**config.mk**
```make
export PLATFORM = sky130hd
export DESIGN_NAME = bus_arbiter_nm
export DESIGN_NICKNAME = d
export VERILOG_FILES = /design/src/rtl/bus_arbiter_nm.sv
export SDC_FILE = /design/constraint.sdc
export NUM_CORES = 1
export LEC_CHECK = 0
export BUFFER_PORTS_ARGS = -buffer_cell sky130_fd_sc_hd__buf_2
export CELL_PAD_IN_SITES_DETAIL_PLACEMENT = 0
export CELL_PAD_IN_SITES_GLOBAL_PLACEMENT = 1
export CORE_AREA = 3 3 123 125
export DETAILED_ROUTE_END_ITERATION = 10
export DIE_AREA = 0 0 126 128
export GPL_TIMING_DRIVEN = 0
export PLACE_DENSITY = 0.78
export SLEW_MARGIN = 20
export SYNTH_ARGS = -nofsm -noshare
export SYNTH_HDL_FRONTEND = slang
export SYNTH_SLANG_ARGS = --single-unit
```
**constraint.sdc**
```tcl
create_clock -name clk_i -period 6.22 [get_ports clk_i]
set_clock_uncertainty 0.05 [all_clocks]
set_input_delay 0.311 -clock clk_i [delete_from_list [all_inputs] [get_ports clk_i]]
set_output_delay 0.311 -clock clk_i [all_outputs]
set_load 0.005 [all_outputs]
```
**src/rtl/bus_arbiter_nm.sv**
```systemverilog
// bus_arbiter_nm: N-master to 1-slave arbiter for the req/we/addr/be/wdata/
// ack/resp/rdata memory bus. Holds the grant on a master across ack-stall and
// routes in-order read responses back through an owner-ID FIFO.
// Optional feature: define BUS_ARB_ROUND_ROBIN_EN for round-robin priority;
// without it, fixed priority (lowest index wins) and no pointer register.
module bus_arbiter_nm #(
  parameter int N_MASTERS = 2,
  parameter int ADDR_W    = 32,
  parameter int DATA_W    = 32,
  parameter int RD_DEPTH  = 4
) (
  input  logic                              clk_i,
  input  logic                              arst_n_i,
  input  logic [N_MASTERS-1:0]              m_req_i,
  input  logic [N_MASTERS-1:0]              m_we_i,
  input  logic [N_MASTERS*ADDR_W-1:0]       m_addr_bi,
  input  logic [N_MASTERS*DATA_W/8-1:0]     m_be_bi,
  input  logic [N_MASTERS*DATA_W-1:0]       m_wdata_bi,
  output logic [N_MASTERS-1:0]              m_ack_o,
  output logic [N_MASTERS-1:0]              m_resp_o,
  output logic [N_MASTERS*DATA_W-1:0]       m_rdata_bo,
  output logic                              s_req_o,
  output logic                              s_we_o,
  output logic [ADDR_W-1:0]                 s_addr_bo,
  output logic [DATA_W/8-1:0]               s_be_bo,
  output logic [DATA_W-1:0]                 s_wdata_bo,
  input  logic                              s_ack_i,
  input  logic                              s_resp_i,
  input  logic [DATA_W-1:0]                 s_rdata_bi,
  output logic [$clog2(RD_DEPTH+1)-1:0]     rd_pending_bo,
  output logic                              spurious_resp_o
);

  localparam int BE_W  = DATA_W / 8;
  localparam int ID_W  = $clog2(N_MASTERS);
  localparam int PTR_W = $clog2(RD_DEPTH);
  localparam int CNT_W = $clog2(RD_DEPTH + 1);

  localparam logic [CNT_W-1:0] FULL_CNT = CNT_W'(RD_DEPTH);
  localparam logic [ID_W-1:0]  LAST_ID  = ID_W'(N_MASTERS - 1);

  localparam logic [0:0] ST_UNLOCKED = 1'b0;
  localparam logic [0:0] ST_LOCKED   = 1'b1;

  logic [0:0]       r_state;
  logic [ID_W-1:0]  r_lock_id;
  logic [ID_W-1:0]  r_fifo [RD_DEPTH];
  logic [PTR_W-1:0] r_wr_ptr;
  logic [PTR_W-1:0] r_rd_ptr;
  logic [CNT_W-1:0] r_count;
  logic             r_spurious;
`ifdef BUS_ARB_ROUND_ROBIN_EN
  logic [ID_W-1:0]  r_rr_ptr;
`endif

  logic [N_MASTERS-1:0] w_elig;
  logic                 w_pick_vld;
  logic [ID_W-1:0]      w_pick;
  logic                 w_gnt;
  logic [ID_W-1:0]      w_owner;
  logic [ID_W-1:0]      w_head;
  logic                 w_accept;
  logic                 w_push;
  logic                 w_pop;

  // A read is only eligible while the registered count shows a free FIFO slot.
  assign w_elig = m_req_i & (m_we_i | {N_MASTERS{r_count != FULL_CNT}});

  // Priority search over eligible masters, starting at the RR pointer or at 0.
  always_comb begin
    int idx;
    // NOTE: every combinational output gets a default first so no path leaves it unassigned (no latch).
    idx        = 0;
    w_pick_vld = 1'b0;
    w_pick     = '0;
    for (int i = 0; i < N_MASTERS; i++) begin
`ifdef BUS_ARB_ROUND_ROBIN_EN
      idx = int'(r_rr_ptr) + i;
      if (idx >= N_MASTERS) idx = idx - N_MASTERS;
`else
      idx = i;
`endif
      if (!w_pick_vld && w_elig[idx]) begin
        w_pick_vld = 1'b1;
        w_pick     = ID_W'(idx);
      end
    end
  end

  // A locked owner keeps the bus; it stays eligible because the count cannot grow meanwhile.
  assign w_owner = (r_state == ST_LOCKED) ? r_lock_id : w_pick;
  assign w_gnt   = (r_state == ST_LOCKED) ? m_req_i[r_lock_id] : w_pick_vld;
  assign w_head  = r_fifo[r_rd_ptr];

  assign w_accept = w_gnt & s_ack_i;
  assign w_push   = w_accept & ~m_we_i[w_owner];
  assign w_pop    = s_resp_i & (r_count != '0);

  // Request mux toward the slave and per-master ack fan-out; payload is zero when idle.
  always_comb begin
    s_req_o    = 1'b0;
    s_we_o     = 1'b0;
    s_addr_bo  = '0;
    s_be_bo    = '0;
    s_wdata_bo = '0;
    m_ack_o    = '0;
    if (w_gnt) begin
      s_req_o            = 1'b1;
      s_we_o             = m_we_i[w_owner];
      s_addr_bo          = m_addr_bi[int'(w_owner)*ADDR_W +: ADDR_W];
      s_be_bo            = m_be_bi[int'(w_owner)*BE_W +: BE_W];
      s_wdata_bo         = m_wdata_bi[int'(w_owner)*DATA_W +: DATA_W];
      m_ack_o[w_owner]   = s_ack_i;
    end
  end

  // Read response routing to the master at the head of the ID FIFO.
  always_comb begin
    m_resp_o   = '0;
    m_rdata_bo = '0;
    if (w_pop) begin
      m_resp_o[w_head]                           = 1'b1;
      m_rdata_bo[int'(w_head)*DATA_W +: DATA_W]  = s_rdata_bi;
    end
  end

  // Lock FSM: hold the owner while the slave stalls its ack.
  always_ff @(posedge clk_i or negedge arst_n_i) begin
    // NOTE: sequential state uses non-blocking assignments so all registers update from pre-edge values.
    if (!arst_n_i) begin
      r_state   <= ST_UNLOCKED;
      r_lock_id <= '0;
    end else begin
      case (r_state)
        ST_UNLOCKED: if (w_gnt && !s_ack_i) begin
          r_state   <= ST_LOCKED;
          r_lock_id <= w_owner;
        end
        default:     if (s_ack_i) r_state <= ST_UNLOCKED;
      endcase
    end
  end

  // ID FIFO storage.
  always_ff @(posedge clk_i) begin
    // NOTE: storage is not reset; entries are only read behind a non-zero count, which is reset.
    if (w_push) r_fifo[r_wr_ptr] <= w_owner;
  end

  // FIFO pointers and exact outstanding-read count; simultaneous push and pop leave the count unchanged.
  always_ff @(posedge clk_i or negedge arst_n_i) begin
    if (!arst_n_i) begin
      r_wr_ptr <= '0;
      r_rd_ptr <= '0;
      r_count  <= '0;
    end else begin
      if (w_push) r_wr_ptr <= r_wr_ptr + 1'b1;
      if (w_pop)  r_rd_ptr <= r_rd_ptr + 1'b1;
      case ({w_push, w_pop})
        2'b10:   r_count <= r_count + 1'b1;
        2'b01:   r_count <= r_count - 1'b1;
        default: r_count <= r_count;
      endcase
    end
  end

  // Sticky flag for a slave response arriving with no read outstanding.
  always_ff @(posedge clk_i or negedge arst_n_i) begin
    if (!arst_n_i)                    r_spurious <= 1'b0;
    else if (s_resp_i && !w_pop)      r_spurious <= 1'b1;
  end

`ifdef BUS_ARB_ROUND_ROBIN_EN
  // Round-robin pointer moves past the owner on every accepted request.
  always_ff @(posedge clk_i or negedge arst_n_i) begin
    if (!arst_n_i)     r_rr_ptr <= '0;
    else if (w_accept) r_rr_ptr <= (w_owner == LAST_ID) ? '0 : w_owner + 1'b1;
  end
`else
  logic w_unused_last;
  assign w_unused_last = |LAST_ID;
`endif

  assign rd_pending_bo   = r_count;
  assign spurious_resp_o = r_spurious;

endmodule

```
==> insert_results.sql, run 1 <==
INSERT INTO impl_metrics (metric_group, metric, value, unit) VALUES
('synth', 'synth.top_cells.by_count', '141 x sky130_fd_sc_hd__nand2_1, 69 x sky130_fd_sc_hd__a21oi_1, 36 x sky130_fd_sc_hd__and3_1, 33 x sky130_fd_sc_hd__and2_1, 16 x sky130_fd_sc_hd__clkbuf_1', ''),
('synth', 'postSynthNetCount', '556', ''),
('run_status', 'status', 'finished, final reports clean', ''),
('worst_setup_path', 'worst-endpoint-arrival', '2660', 'ps'),
('synth', 'synth_area_per_cell', '5.995', 'um^2'),
('worst_setup_path', 'reg2reg_slack', '3210', 'ps'),
('sta', 'max-slew-margin-rel', '53.73', '%'),
('synth', 'adder_and_majority_gate_portion_of_the_synthesized_area', '3.683', '%'),
('synth', 'synth_top_family_by_area', 'simple AND/OR/NAND/NOR gates', ''),
('route', 'drc_errors', '0', ''),
('run', 'max_cap_viol_count', '0', ''),
('route', 'route.detailed.vias_per_inst', '4.184', ''),
('synth', 'synth_top_flop_cell', 'sky130_fd_sc_hd__dfrtp_1', ''),
('route', 'route.detailed.wl_per_inst', '14.57', 'um'),
('global_route', 'grt_first_pass_wirelength', '19.13', 'mm'),
('global_route', 'grt.total_usage', '14.42', '%'),
('sta', 'rsz0062_at_grt', 'no', ''),
('finish', 'area_delta_synth_final', '84.77', '%'),
('placed_design', 'buffer_ports.inserted', '317', ''),
('worst_hold_path', 'worst_hold_path_class', 'in2reg', ''),
('floorplan', 'die_x', '126', 'um'),
('cts', 'worst_skew_pair.late_latency', '240', 'ps'),
('sta', 'worst-slew-pin-transition', '689.9', 'ps'),
('synth', 'yosysMostFrequentCell', 'sky130_fd_sc_hd__nand2_1', ''),
('synth', 'netlist-cell-type-count', '32', ''),
('power', 'switching_share', '46.70', '%'),
('power', 'internal_power', '0.0005877', 'W'),
('placed_design', 'hpwl', '11.06', 'mm'),
('power', 'total_switching_power', '0.0005150', 'W'),
('worst_setup_path', 'critPathKind', 'reg2out', ''),
('cts', 'cts_inserted_buffers', '3', ''),
('finish', 'finish.net_count', '879', ''),
('sta', 'report.final.slew_viol_count', '0', ''),
('worst_setup_path', 'critical_path.endpoint_type', 'output port', ''),
('floorplan', 'chipHeight', '128', 'um'),
('synth', 'simple_gate_share_of_the_synthesized_area', '46.04', '%'),
('synth', 'synth-compound-area-share', '19.31', '%'),
('synth', 'synth_sequential_area_ratio', '16.52', '%'),
('power', 'pwr-share-clk', '10.9', '%'),
('power', 'share_comb_of_total_power', '74.2', '%'),
('power', 'fin_total_pwr', '0.001103', 'W'),
('power', 'worst_ir_drop_vdd', '0.09911', 'mV'),
('cts', 'cts-root-to-sink-buffers', '2', ''),
('route', 'ant_nets', '0', ''),
('synth', 'async_reset_ff_share', '71.43', '%'),
('cts', 'clk_pin_slew_worst_paths', '40', 'ps'),
('worst_setup_path', 'timing.critical_path.fanout_max', '10', ''),
('placed_design', 'gp_routability_congestion', '0.7988', ''),
('placed_design', 'place.detailed.instances', '871', ''),
('sta', 'max_clock_freq', '0.3315', 'GHz'),
('sta', 'finalHoldViolations', '0', ''),
('synth', 'synthDominantCellAreaShare', '23.60', '%'),
('sta', 'fin_crit', '3017', 'ps'),
('cts', 'cts_num_sinks', '14', ''),
('synth', 'synth_largest_area_cell', 'sky130_fd_sc_hd__nand2_1', ''),
('synth', 'synth_cells', '374', ''),
('synth', 'post_synth_mux_area_share', '2.567', '%'),
('worst_setup_path', 'critical_path_required', '5860', 'ps'),
('floorplan', 'ioPinCount', '318', ''),
('sta', 'final.setup.tns', '0', 'ps'),
('finish', 'final_core_utilization', '29.62', '%'),
('synth', 'synthesis.yosys.warnings', '0', ''),
('worst_setup_path', 'setup.worst_path.start_class', 'register', ''),
('route', 'detail_route.iter0.violations', '130', ''),
('cts', 'htreeDepth', '1', ''),
('finish', 'filler_cell_count', '1631', ''),
('power', 'share_seq_of_total_power', '14.9', '%'),
('floorplan', 'fp-row-count', '43', ''),
('cts', 'cts_root_buf', 'sky130_fd_sc_hd__clkbuf_16', ''),
('route', 'routed_wirelength', '12.77', 'mm'),
('sta', 'finalSetupViolations', '0', '');
-- state kept, by name, indices dropped and copies added (netlist names) --
register and count:
r_fifo 4, r_lock_id 1, r_rd_ptr 2, r_state 1
r_wr_ptr 2, rd_pending_bo 3, spurious_resp_o 1
-- power groups by stage --
stage	sequential, W	clock (W)	combinational [W]
after floorplan	0.000159	0	0.000446
after global placement	0.000166	0	0.000836
after detailed placement	0.000166	0	0.000834
after CTS	0.000165	0.000122	0.000838
after global routing	0.000171	0.000128	0.000925
final	0.000164	0.000121	0.000818
-- per-layer routing --
| layer | wire, um | GRT usage (%) |
|---|---|---|
| met5 | 0 | 0 |
| met4 | 103 | 1.325 |
| met3 | 1195 | 3.833 |
| met2 | 6847 | 28.17 |
| met1 | 4620 | 16.16 |
-- cell families after synthesis --
logic type | count (synthesis)
AO/OA/AOI/OAI | 78
XOR/XNOR | 6
adder cells (fa/ha/maj) | 6
buffers and inverters | 43
flip-flops | 14
multiplexers | 4
AND/OR/NAND/NOR | 223
-- cell type report --
type,count,area [um^2],area share [%]
buffer,33,171.4,4.138
clock buffer,3,75.07,1.812
clock inverter,1,3.754,0.09061
inverter,10,42.54,1.027
multi-input combinational,317,1658,40.02
sequential,14,370.4,8.940
tap,180,225.2,5.436
timing repair buffer,318,1597,38.54
-- critical path: stages (launching register included) --
cell                       delay [ps]
sky130_fd_sc_hd__dfrtp_1          430
sky130_fd_sc_hd__or4b_1           560
sky130_fd_sc_hd__a221oi_1         480
sky130_fd_sc_hd__a21o_1           120
sky130_fd_sc_hd__buf_2            190
sky130_fd_sc_hd__buf_4            220
sky130_fd_sc_hd__inv_1             60
sky130_fd_sc_hd__nand2_1          130
sky130_fd_sc_hd__nor2_1            60
sky130_fd_sc_hd__buf_2            150
-- layout by cell type, fill, tap and decap left out, drive strengths merged, types with 4 or more instances in the layout --
master / netlist / final
and2: 34 / 34
nor2: 7 / 7
buf: 17 / 334
and3: 36 / 36
clkbuf: 16 / 19
inv: 9 / 9
xnor2: 4 / 4
a21oi: 69 / 69
ha: 5 / 5
dfrtp: 10 / 10
edfxtp: 4 / 4
nand2: 141 / 141
-- worst paths after layout --
path                       depth (start not counted)               end        startpoint
setup / recovery                                   9        m_ack_o[1]  rd_pending_bo[0]
hold / removal                                     2   spurious_resp_o          s_resp_i
setup reg to reg                                  10  rd_pending_bo[2]  rd_pending_bo[0]
hold reg to reg                                    1   spurious_resp_o   spurious_resp_o
max in group asynchronous                          2  rd_pending_bo[2]          arst_n_i
min in group asynchronous                          2         r_lock_id          arst_n_i
-- repair_timing --
action                    in CTS  in global routing
hold endpoints to repair      10                  0
setup buffers                  0                  0
gates resized for setup        0                  0
hold buffers                   1                  0
-- stage by stage --
stage,hold WS [ps],setup slack [ps],instance area [um^2]
finish,248.5,3203,4143
global route,260.9,2990,4143
CTS,249.5,3121,4143
detailed placement,140.9,3189,4054
global placement,136.6,3252,4054
floorplan,-34.59,3460,2242
No activity file was read; power rests on OpenSTA's default activity.
==> inputs of run 2 (changes only) <==
ABC_AREA = 1   (was not set)
CORE_AREA = 3 3 122 124   (was 3 3 123 125)
DIE_AREA = 0 0 125 127   (was 0 0 126 128)
PLACE_DENSITY = 0.81   (was 0.78)
clock period = 2.8 ns   (was 6.22 ns; I/O delays follow)
==> insert_results.sql, run 2 <==
INSERT INTO impl_metrics (metric_group, metric, value, unit) VALUES
('synth', 'synth.top_cells.by_count', '201 x sky130_fd_sc_hd__nor2_1, 62 x sky130_fd_sc_hd__o21ai_0, 48 x sky130_fd_sc_hd__inv_1, 16 x sky130_fd_sc_hd__nand2_1, 11 x sky130_fd_sc_hd__buf_2', ''),
('worst_setup_path', 'worst-endpoint-arrival', '2560', 'ps'),
('cts', 'post-cts-setup-buffer-count', '0', ''),
('route', 'drc_errors', '0', ''),
('cts', 'cts_root_buf', 'sky130_fd_sc_hd__clkbuf_16', ''),
('finish', 'final_cell_mix', '328 x sky130_fd_sc_hd__buf_2, 201 x sky130_fd_sc_hd__nor2_1, 62 x sky130_fd_sc_hd__o21ai_0, 48 x sky130_fd_sc_hd__inv_1, 16 x sky130_fd_sc_hd__nand2_1', ''),
('worst_setup_path', 'critPathKind', 'reg2reg', ''),
('sta', 'fin_crit', '2490', 'ps'),
('cts', 'worst_skew_pair.late_latency', '240', 'ps'),
('worst_setup_path', 'worst-r2r-cell-count', '13', ''),
('power', 'internal_power', '0.001305', 'W'),
('placed_design', 'hpwl', '11.42', 'mm'),
('placed_design', 'buffer_ports.inserted', '317', ''),
('cts', 'cts_resized', '0', ''),
('worst_setup_path', 'worstReg2RegStart', 'rd_pending_bo[1]', ''),
('power', 'switching_share', '49.70', '%'),
('finish', 'largest_register_ffs', '4', ''),
('placed_design', 'place_ws', '278.7', 'ps'),
('floorplan', 'chipHeight', '127', 'um'),
('power', 'total_switching_power', '0.001289', 'W'),
('sta', 'hold_slack', '110.6', 'ps'),
('sta', 'finalSetupViolations', '0', ''),
('sta', 'timing.final.ws_setup', '309.7', 'ps'),
('floorplan', 'initial_utilization', '16.96', '%'),
('sta', 'max_clock_freq', '0.4016', 'GHz'),
('synth', 'synth_sequential_area_ratio', '15.73', '%'),
('synth', 'synth_seq_cells', '14', ''),
('synth', 'netlist-cell-type-count', '29', ''),
('power', 'share_comb_of_total_power', '75.9', '%'),
('route', 'route.detailed.wl_per_inst', '13.88', 'um'),
('worst_setup_path', 'critical_path.endpoint_type', 'register', ''),
('finish', 'finish.net_count', '932', ''),
('placed_design', 'gp_routability_congestion', '0.8467', ''),
('cts', 'clk_pin_slew_worst_paths', '50', 'ps'),
('worst_setup_path', 'timing.critical_path.fanout_max', '10', ''),
('worst_hold_path', 'worst_hold_path_class', 'in2reg', ''),
('sta', 'max-slew-margin-rel', '80.62', '%'),
('floorplan', 'ioPinCount', '318', ''),
('synth', 'synthDominantCellAreaShare', '32.04', '%'),
('global_route', 'grt_start_max_net_pins', '14', ''),
('global_route', 'grt_first_pass_wirelength', '18.51', 'mm'),
('cts', 'cts_num_sinks', '14', ''),
('sta', 'final_min_period_over_clock_period', '88.94', '%'),
('route', 'vias', '3785', ''),
('power', 'pwr-share-clk', '10.4', '%'),
('synth', 'yosysMostFrequentCell', 'sky130_fd_sc_hd__nor2_1', ''),
('worst_setup_path', 'critical_path_required', '2870', 'ps'),
('global_route', 'number_of_antenna_violations_at_the_first_check_in_global_routing', '1', ''),
('sta', 'rsz0062_at_grt', 'no', ''),
('synth', 'postSynthNetCount', '609', ''),
('synth', 'post_syn_area', '2355', 'um^2'),
('worst_setup_path', 'crit_start', 'rd_pending_bo[1]', ''),
('sta', 'worst-slew-pin-transition', '287.6', 'ps'),
('power', 'worst_ir_drop_vdd', '0.2851', 'mV'),
('power', 'power_per_cell_area', '609.7', 'nW/um^2'),
('worst_setup_path', 'crit-reg2reg-capture', 'rd_pending_bo[2]', ''),
('sta', 'final.setup.tns', '0', 'ps'),
('cts', 'cts_tree', 'built', ''),
('finish', 'layout_commonest_cell', 'sky130_fd_sc_hd__buf_2', ''),
('route', 'drt_pass1_iterations', '6', ''),
('synth', 'synth_largest_area_cell', 'sky130_fd_sc_hd__nor2_1', ''),
('route', 'route.detailed.vias_per_inst', '4.074', ''),
('synth', 'synthesis.yosys.warnings', '0', ''),
('run', 'max_cap_viol_count', '0', ''),
('finish', 'antenna_cells_inserted', '0', ''),
('finish', 'fraction_of_final_layout_cells_sized_beyond_drive_strength_1', '51.27', '%'),
('synth', 'synth_top_flop_cell', 'sky130_fd_sc_hd__dfrtp_1', ''),
('global_route', 'grt.total_usage', '14.43', '%'),
('floorplan', 'die_x', '125', 'um'),
('cts', 'htreeDepth', '1', ''),
('sta', 'finalHoldViolations', '0', ''),
('cts', 'cts_inserted_buffers', '3', ''),
('global_route', 'via_count_of_the_first_global_routing_pass', '3515', ''),
('synth', 'dominant_cells_by_area_after_synthesis', 'sky130_fd_sc_hd__nor2_1 32%, sky130_fd_sc_hd__o21ai_0 13%, sky130_fd_sc_hd__dfrtp_1 11%, sky130_fd_sc_hd__inv_1 7.7%, sky130_fd_sc_hd__edfxtp_1 5.1%', ''),
('floorplan', 'fp-row-count', '43', ''),
('route', 'detail_route.iter0.violations', '100', ''),
('power', 'fin_total_pwr', '0.002594', 'W'),
('worst_setup_path', 'reg2reg_slack', '310', 'ps'),
('synth', 'synth_area_per_cell', '5.515', 'um^2'),
('power', 'p_leak', '2.710', 'nW'),
('worst_setup_path', 'crit_end', 'rd_pending_bo[2]', ''),
('global_route', 'globalRouteOverflowTotal', '0', ''),
('route', 'routed_wirelength', '12.90', 'mm'),
('worst_setup_path', 'setup.worst_path.start_class', 'register', ''),
('synth', 'synth_cells', '427', ''),
('finish', 'largest_register', 'r_fifo', ''),
('floorplan', 'core_area', '13880', 'um^2'),
('synth', 'async_reset_ff_share', '71.43', '%'),
('cts', 'cts-root-to-sink-buffers', '2', ''),
('finish', 'final_cell_count_no_fill', '929', ''),
('placed_design', 'place.detailed.instances', '924', ''),
('route', 'ant_nets', '0', ''),
('sta', 'report.final.slew_viol_count', '0', ''),
('power', 'share_seq_of_total_power', '13.7', '%'),
('finish', 'area_delta_synth_final', '80.71', '%'),
('synth', 'synth_edf_count', '4', ''),
('floorplan', 'dieArea', '15880', 'um^2'),
('run_status', 'status', 'finished, final reports clean', '');
## run 2: cell type report
| type | count | area [um^2] |
|---|---|---|
| Fill cell | 1626 | 9625 |
| Timing Repair Buffer | 318 | 1597 |
| Multi-Input combinational cell | 331 | 1564 |
| Sequential cell | 14 | 370.4 |
| Tap cell | 180 | 225.2 |
| Inverter | 55 | 211.5 |
| Buffer | 27 | 209.0 |
| Clock buffer | 3 | 75.07 |
| Clock inverter | 1 | 3.754 |
## run 2: what timing repair did
action / 4_1_cts / 5_1_grt
hold buffers: 1 / 0
endpoints found under the hold margin: 10 / 0
setup endpoints to repair: 0 / 0
## run 2: cell families after synthesis
| logic type | after synthesis | share of synthesized area, % |
|---|---|---|
| AOI/OAI and AO/OA | 80 | 19.45 |
| xor gates and xnor gates | 3 | 1.116 |
| adders and majority gates | 6 | 3.507 |
| buffers and inverters | 82 | 17.85 |
| DFF | 14 | 15.73 |
| and+or+nand+nor | 242 | 42.35 |
## run 2: worst min path at each step
stage | startpoint | to | cells past startpoint
after floorplan | arst_n_i | r_lock_id | 0
after detailed placement | arst_n_i | r_rd_ptr[1] | 1
after CTS | s_resp_i | spurious_resp_o | 2
after global routing | s_resp_i | spurious_resp_o | 2
final | s_resp_i | spurious_resp_o | 2
after global placement | arst_n_i | r_rd_ptr[1] | 1
## run 2: critical path, cell delays in order (launching register included)
cell                      delay [ps]
sky130_fd_sc_hd__dfrtp_1         430
sky130_fd_sc_hd__nor2_4          180
sky130_fd_sc_hd__nand3_1         100
sky130_fd_sc_hd__nand2_2         110
sky130_fd_sc_hd__nand3_4         100
sky130_fd_sc_hd__nand2_4         170
sky130_fd_sc_hd__nand2_1          90
sky130_fd_sc_hd__nand3_2         140
sky130_fd_sc_hd__ha_1            160
sky130_fd_sc_hd__inv_1            60
sky130_fd_sc_hd__fa_1            370
sky130_fd_sc_hd__a21oi_1         140
sky130_fd_sc_hd__o21ai_0         110
sky130_fd_sc_hd__xor2_1          150
## run 2: power by group through the flow
stage	Combinational (W)	Sequential [W]	Clock, W
detailed placement	0.00201	0.000360	0
CTS	0.00201	0.000357	0.000279
global placement	0.00201	0.000359	0
floorplan	0.00108	0.000348	0
global route	0.00221	0.000366	0.000288
finish	0.00197	0.000356	0.000269
## run 2: layer usage
metal | part of all wire [%] | track usage [%] | routed length (um) | vias to the layer above
li1 | - | - | - | 1948
met1 | 36 | 14.89 | 4653 | 1591
met4 | 1.9 | 2.679 | 248 | 2
met5 | 0.16 | 0 | 20 | -
met2 | 52 | 28.66 | 6746 | 221
met3 | 9.5 | 4.515 | 1230 | 23
## run 2: through the flow
step	instance area (um^2)	util, %
2_1_floorplan	2355	-
3_3_place_gp	4167	30.02
3_5_place_dp	4167	30.02
4_1_cts	4255	30.66
5_1_grt	4255	30.66
6_report	4255	30.66
==> inputs of run 3 (changes only) <==
BUFFER_PORTS_ARGS = not set   (was -buffer_cell sky130_fd_sc_hd__buf_2)
CORE_AREA = 2 2 122 124   (was 3 3 122 124)
DIE_AREA = 0 0 124 126   (was 0 0 125 127)
DONT_BUFFER_PORTS = 1   (was not set)
PLACE_DENSITY = 0.46   (was 0.81)
==> insert_results.sql, run 3 (synthesis gave the netlist of run 2 again) <==
INSERT INTO impl_metrics (metric_group, metric, value, unit) VALUES
('worst_setup_path', 'worstReg2RegStart', 'rd_pending_bo[1]', ''),
('global_route', 'globalRouteOverflowTotal', '0', ''),
('finish', 'layout_commonest_cell', 'sky130_fd_sc_hd__nor2_1', ''),
('route', 'drt_pass1_iterations', '4', ''),
('worst_setup_path', 'critPathKind', 'reg2reg', ''),
('cts', 'cts_inserted_buffers', '3', ''),
('sta', 'report.final.slew_viol_count', '0', ''),
('floorplan', 'dieArea', '15620', 'um^2'),
('finish', 'final_cell_count_no_fill', '616', ''),
('floorplan', 'initial_utilization', '16.45', '%'),
('cts', 'cts-root-to-sink-buffers', '2', ''),
('finish', 'finish.net_count', '615', ''),
('sta', 'final_min_period_over_clock_period', '90.42', '%'),
('finish', 'largest_register_ffs', '4', ''),
('finish', 'final_cell_mix', '201 x sky130_fd_sc_hd__nor2_1, 62 x sky130_fd_sc_hd__o21ai_0, 48 x sky130_fd_sc_hd__inv_1, 16 x sky130_fd_sc_hd__nand2_1, 11 x sky130_fd_sc_hd__buf_2', ''),
('floorplan', 'core_area', '14310', 'um^2'),
('power', 'total_switching_power', '0.001141', 'W'),
('run_status', 'status', 'finished, final reports clean', ''),
('worst_setup_path', 'critPathSlowestCell', 'sky130_fd_sc_hd__dfrtp_1', ''),
('worst_setup_path', 'crit_start', 'rd_pending_bo[1]', ''),
('floorplan', 'chipHeight', '126', 'um'),
('cts', 'cts_num_sinks', '14', ''),
('worst_setup_path', 'worst-endpoint-arrival', '2600', 'ps'),
('placed_design', 'gp_routability_congestion', '0.7550', ''),
('power', 'internal_power', '0.0009320', 'W'),
('route', 'route.detailed.vias_per_inst', '4.437', ''),
('route', 'route.met3.wl', '827', 'um'),
('finish', 'filler_cell_count', '1703', ''),
('route', 'routed_wirelength', '10.25', 'mm'),
('route', 'ant_nets', '0', ''),
('global_route', 'grt_first_pass_wirelength', '14.43', 'mm'),
('power', 'p_leak', '1.335', 'nW'),
('finish', 'final_core_utilization', '18.81', '%'),
('global_route', 'via_count_of_the_first_global_routing_pass', '2511', ''),
('power', 'share_comb_of_total_power', '67.6', '%'),
('worst_setup_path', 'critical_path_required', '2870', 'ps'),
('worst_setup_path', 'cp.buffers_inverters', '1', ''),
('route', 'vias', '2733', ''),
('cts', 'worst_skew_pair.late_latency', '240', 'ps'),
('power', 'power_per_cell_area', '770.0', 'nW/um^2'),
('worst_setup_path', 'slowest_cell_delay_on_critical_path', '450', 'ps'),
('sta', 'max_clock_freq', '0.3950', 'GHz'),
('floorplan', 'die_x', '124', 'um'),
('power', 'share_seq_of_total_power', '17.7', '%'),
('sta', 'final.setup.tns', '0', 'ps'),
('route', 'detail_route.iter0.violations', '88', ''),
('placed_design', 'postPlaceCellArea', '2585', 'um^2'),
('sta', 'fin_crit', '2532', 'ps'),
('cts', 'clk_pin_slew_worst_paths', '50', 'ps'),
('sta', 'max-slew-margin-rel', '63.18', '%'),
('sta', 'worst-slew-pin-transition', '550.5', 'ps'),
('power', 'worst_ir_drop_vdd', '0.1884', 'mV'),
('placed_design', 'place.detailed.instances', '611', ''),
('route', 'drc_errors', '0', ''),
('sta', 'finalSetupViolations', '0', ''),
('worst_setup_path', 'timing.critical_path.fanout_max', '10', ''),
('worst_setup_path', 'cells_traversed_along_the_worst_timing_path', 'nor2_4 -> nand3_1 -> nand2_2 -> nand3_4 -> nand2_8 -> nand2_1 -> nand3_2 -> ha_1 -> inv_1 -> fa_1 -> a21oi_1 -> o21ai_0 -> xor2_1', ''),
('floorplan', 'ioPinCount', '318', ''),
('route', 'top_signal_layer_used', 'met4', ''),
('sta', 'finalHoldViolations', '0', ''),
('finish', 'largest_register', 'r_fifo', ''),
('worst_hold_path', 'worst_min_delay_path_startpoint', 's_resp_i', ''),
('cts', 'htreeDepth', '1', ''),
('run', 'max_cap_viol_count', '0', ''),
('placed_design', 'buffer_ports.inserted', '0', ''),
('sta', 'hold_slack', '9.442', 'ps'),
('finish', 'antenna_cells_inserted', '0', ''),
('cts', 'cts_tree', 'built', ''),
('worst_setup_path', 'cp_top_family', 'simple AND/OR/NAND/NOR gates', ''),
('placed_design', 'hpwl', '8.928', 'mm'),
('cts', 'cts_root_buf', 'sky130_fd_sc_hd__clkbuf_16', ''),
('global_route', 'number_of_antenna_violations_at_the_first_check_in_global_routing', '0', ''),
('global_route', 'grt.total_usage', '12.12', '%'),
('worst_setup_path', 'setup.worst_path.start_class', 'register', ''),
('floorplan', 'fp-row-count', '44', ''),
('finish', 'final_design_area_no_fill', '2693', 'um^2'),
('route', 'route.layer.met1.wl', '3.564', 'mm'),
('global_route', 'grt_start_max_net_pins', '14', ''),
('finish', 'area_delta_synth_final', '14.35', '%'),
('route', 'met2WireLength', '5.800', 'mm'),
('worst_setup_path', 'critical_path.endpoint_type', 'register', ''),
('power', 'pwr-share-clk', '14.7', '%'),
('power', 'switching_share', '55.05', '%'),
('worst_hold_path', 'worst_hold_path_class', 'in2reg', ''),
('sta', 'rsz0062_at_grt', 'no', ''),
('route', 'route.detailed.wl_per_inst', '16.63', 'um'),
('finish', 'fraction_of_final_layout_cells_sized_beyond_drive_strength_1', '15.74', '%');
-- run 3: final cells by class --
| cell class | count | area [um^2] | share of cell area [%] |
|---|---|---|---|
| multi-input combinational | 331 | 1573 | 58.41 |
| sequential | 14 | 370.4 | 13.75 |
| buffer | 27 | 209.0 | 7.760 |
| inverter | 55 | 211.5 | 7.853 |
| clock buffer | 4 | 88.84 | 3.299 |
| timing repair buffer | 1 | 10.01 | 0.3717 |
| tap | 184 | 230.2 | 8.550 |
-- run 3: per-stage QoR --
| stage | power [W] | worst slack, ps |
|---|---|---|
| global placement | 0.001794 | 166.2 |
| floorplan | 0.001424 | 537.3 |
| detailed placement | 0.001799 | 165.0 |
| CTS | 0.002121 | 148.9 |
| finish | 0.002073 | 268.2 |
| global route | 0.002344 | 56.15 |
-- run 3: worst register-to-register path, stage by stage (launching register included) --
cell and delay (ps):
sky130_fd_sc_hd__dfrtp_1 450, sky130_fd_sc_hd__nor2_4 180, sky130_fd_sc_hd__nand3_1 110, sky130_fd_sc_hd__nand2_2 110, sky130_fd_sc_hd__nand3_4 120, sky130_fd_sc_hd__nand2_8 150
sky130_fd_sc_hd__nand2_1 80, sky130_fd_sc_hd__nand3_2 160, sky130_fd_sc_hd__ha_1 170, sky130_fd_sc_hd__inv_1 60, sky130_fd_sc_hd__fa_1 370, sky130_fd_sc_hd__a21oi_1 140
sky130_fd_sc_hd__o21ai_0 110, sky130_fd_sc_hd__xor2_1 150
-- run 3: per-layer routing --
| layer | track usage (%) | vias to the layer above |
|---|---|---|
| met3 | 2.763 | 6 |
| met4 | 0.9914 | 0 |
| met2 | 24.66 | 186 |
| li1 | - | 1313 |
| met5 | 0 | - |
| met1 | 12.76 | 1228 |
-- run 3: power by group through the flow --
stage                     sequential [W]  combinational (W)  clock, W
after floorplan                 0.000348            0.00108         0
after global placement          0.000370            0.00142         0
after detailed placement        0.000372            0.00143         0
after CTS                       0.000369            0.00144  0.000316
after global routing            0.000379            0.00164  0.000327
final                           0.000367            0.00140  0.000304
-- run 3: what timing repair did --
action	4_1_cts	5_1_grt
hold buffers	1	0
buffers inserted	0	0
endpoints found under the hold margin	10	0
gates resized for setup	0	1
setup endpoints to repair	0	1
-- run 3: final timing paths --
path                               endpoint  slack, ps  depth (start not counted)
setup / recovery           rd_pending_bo[2]        270                         13
hold / removal              spurious_resp_o          9                          1
setup reg to reg           rd_pending_bo[2]        270                         13
hold reg to reg             spurious_resp_o        460                          1
max in group asynchronous       r_wr_ptr[1]       2060                          1
min in group asynchronous  rd_pending_bo[1]        270                          1
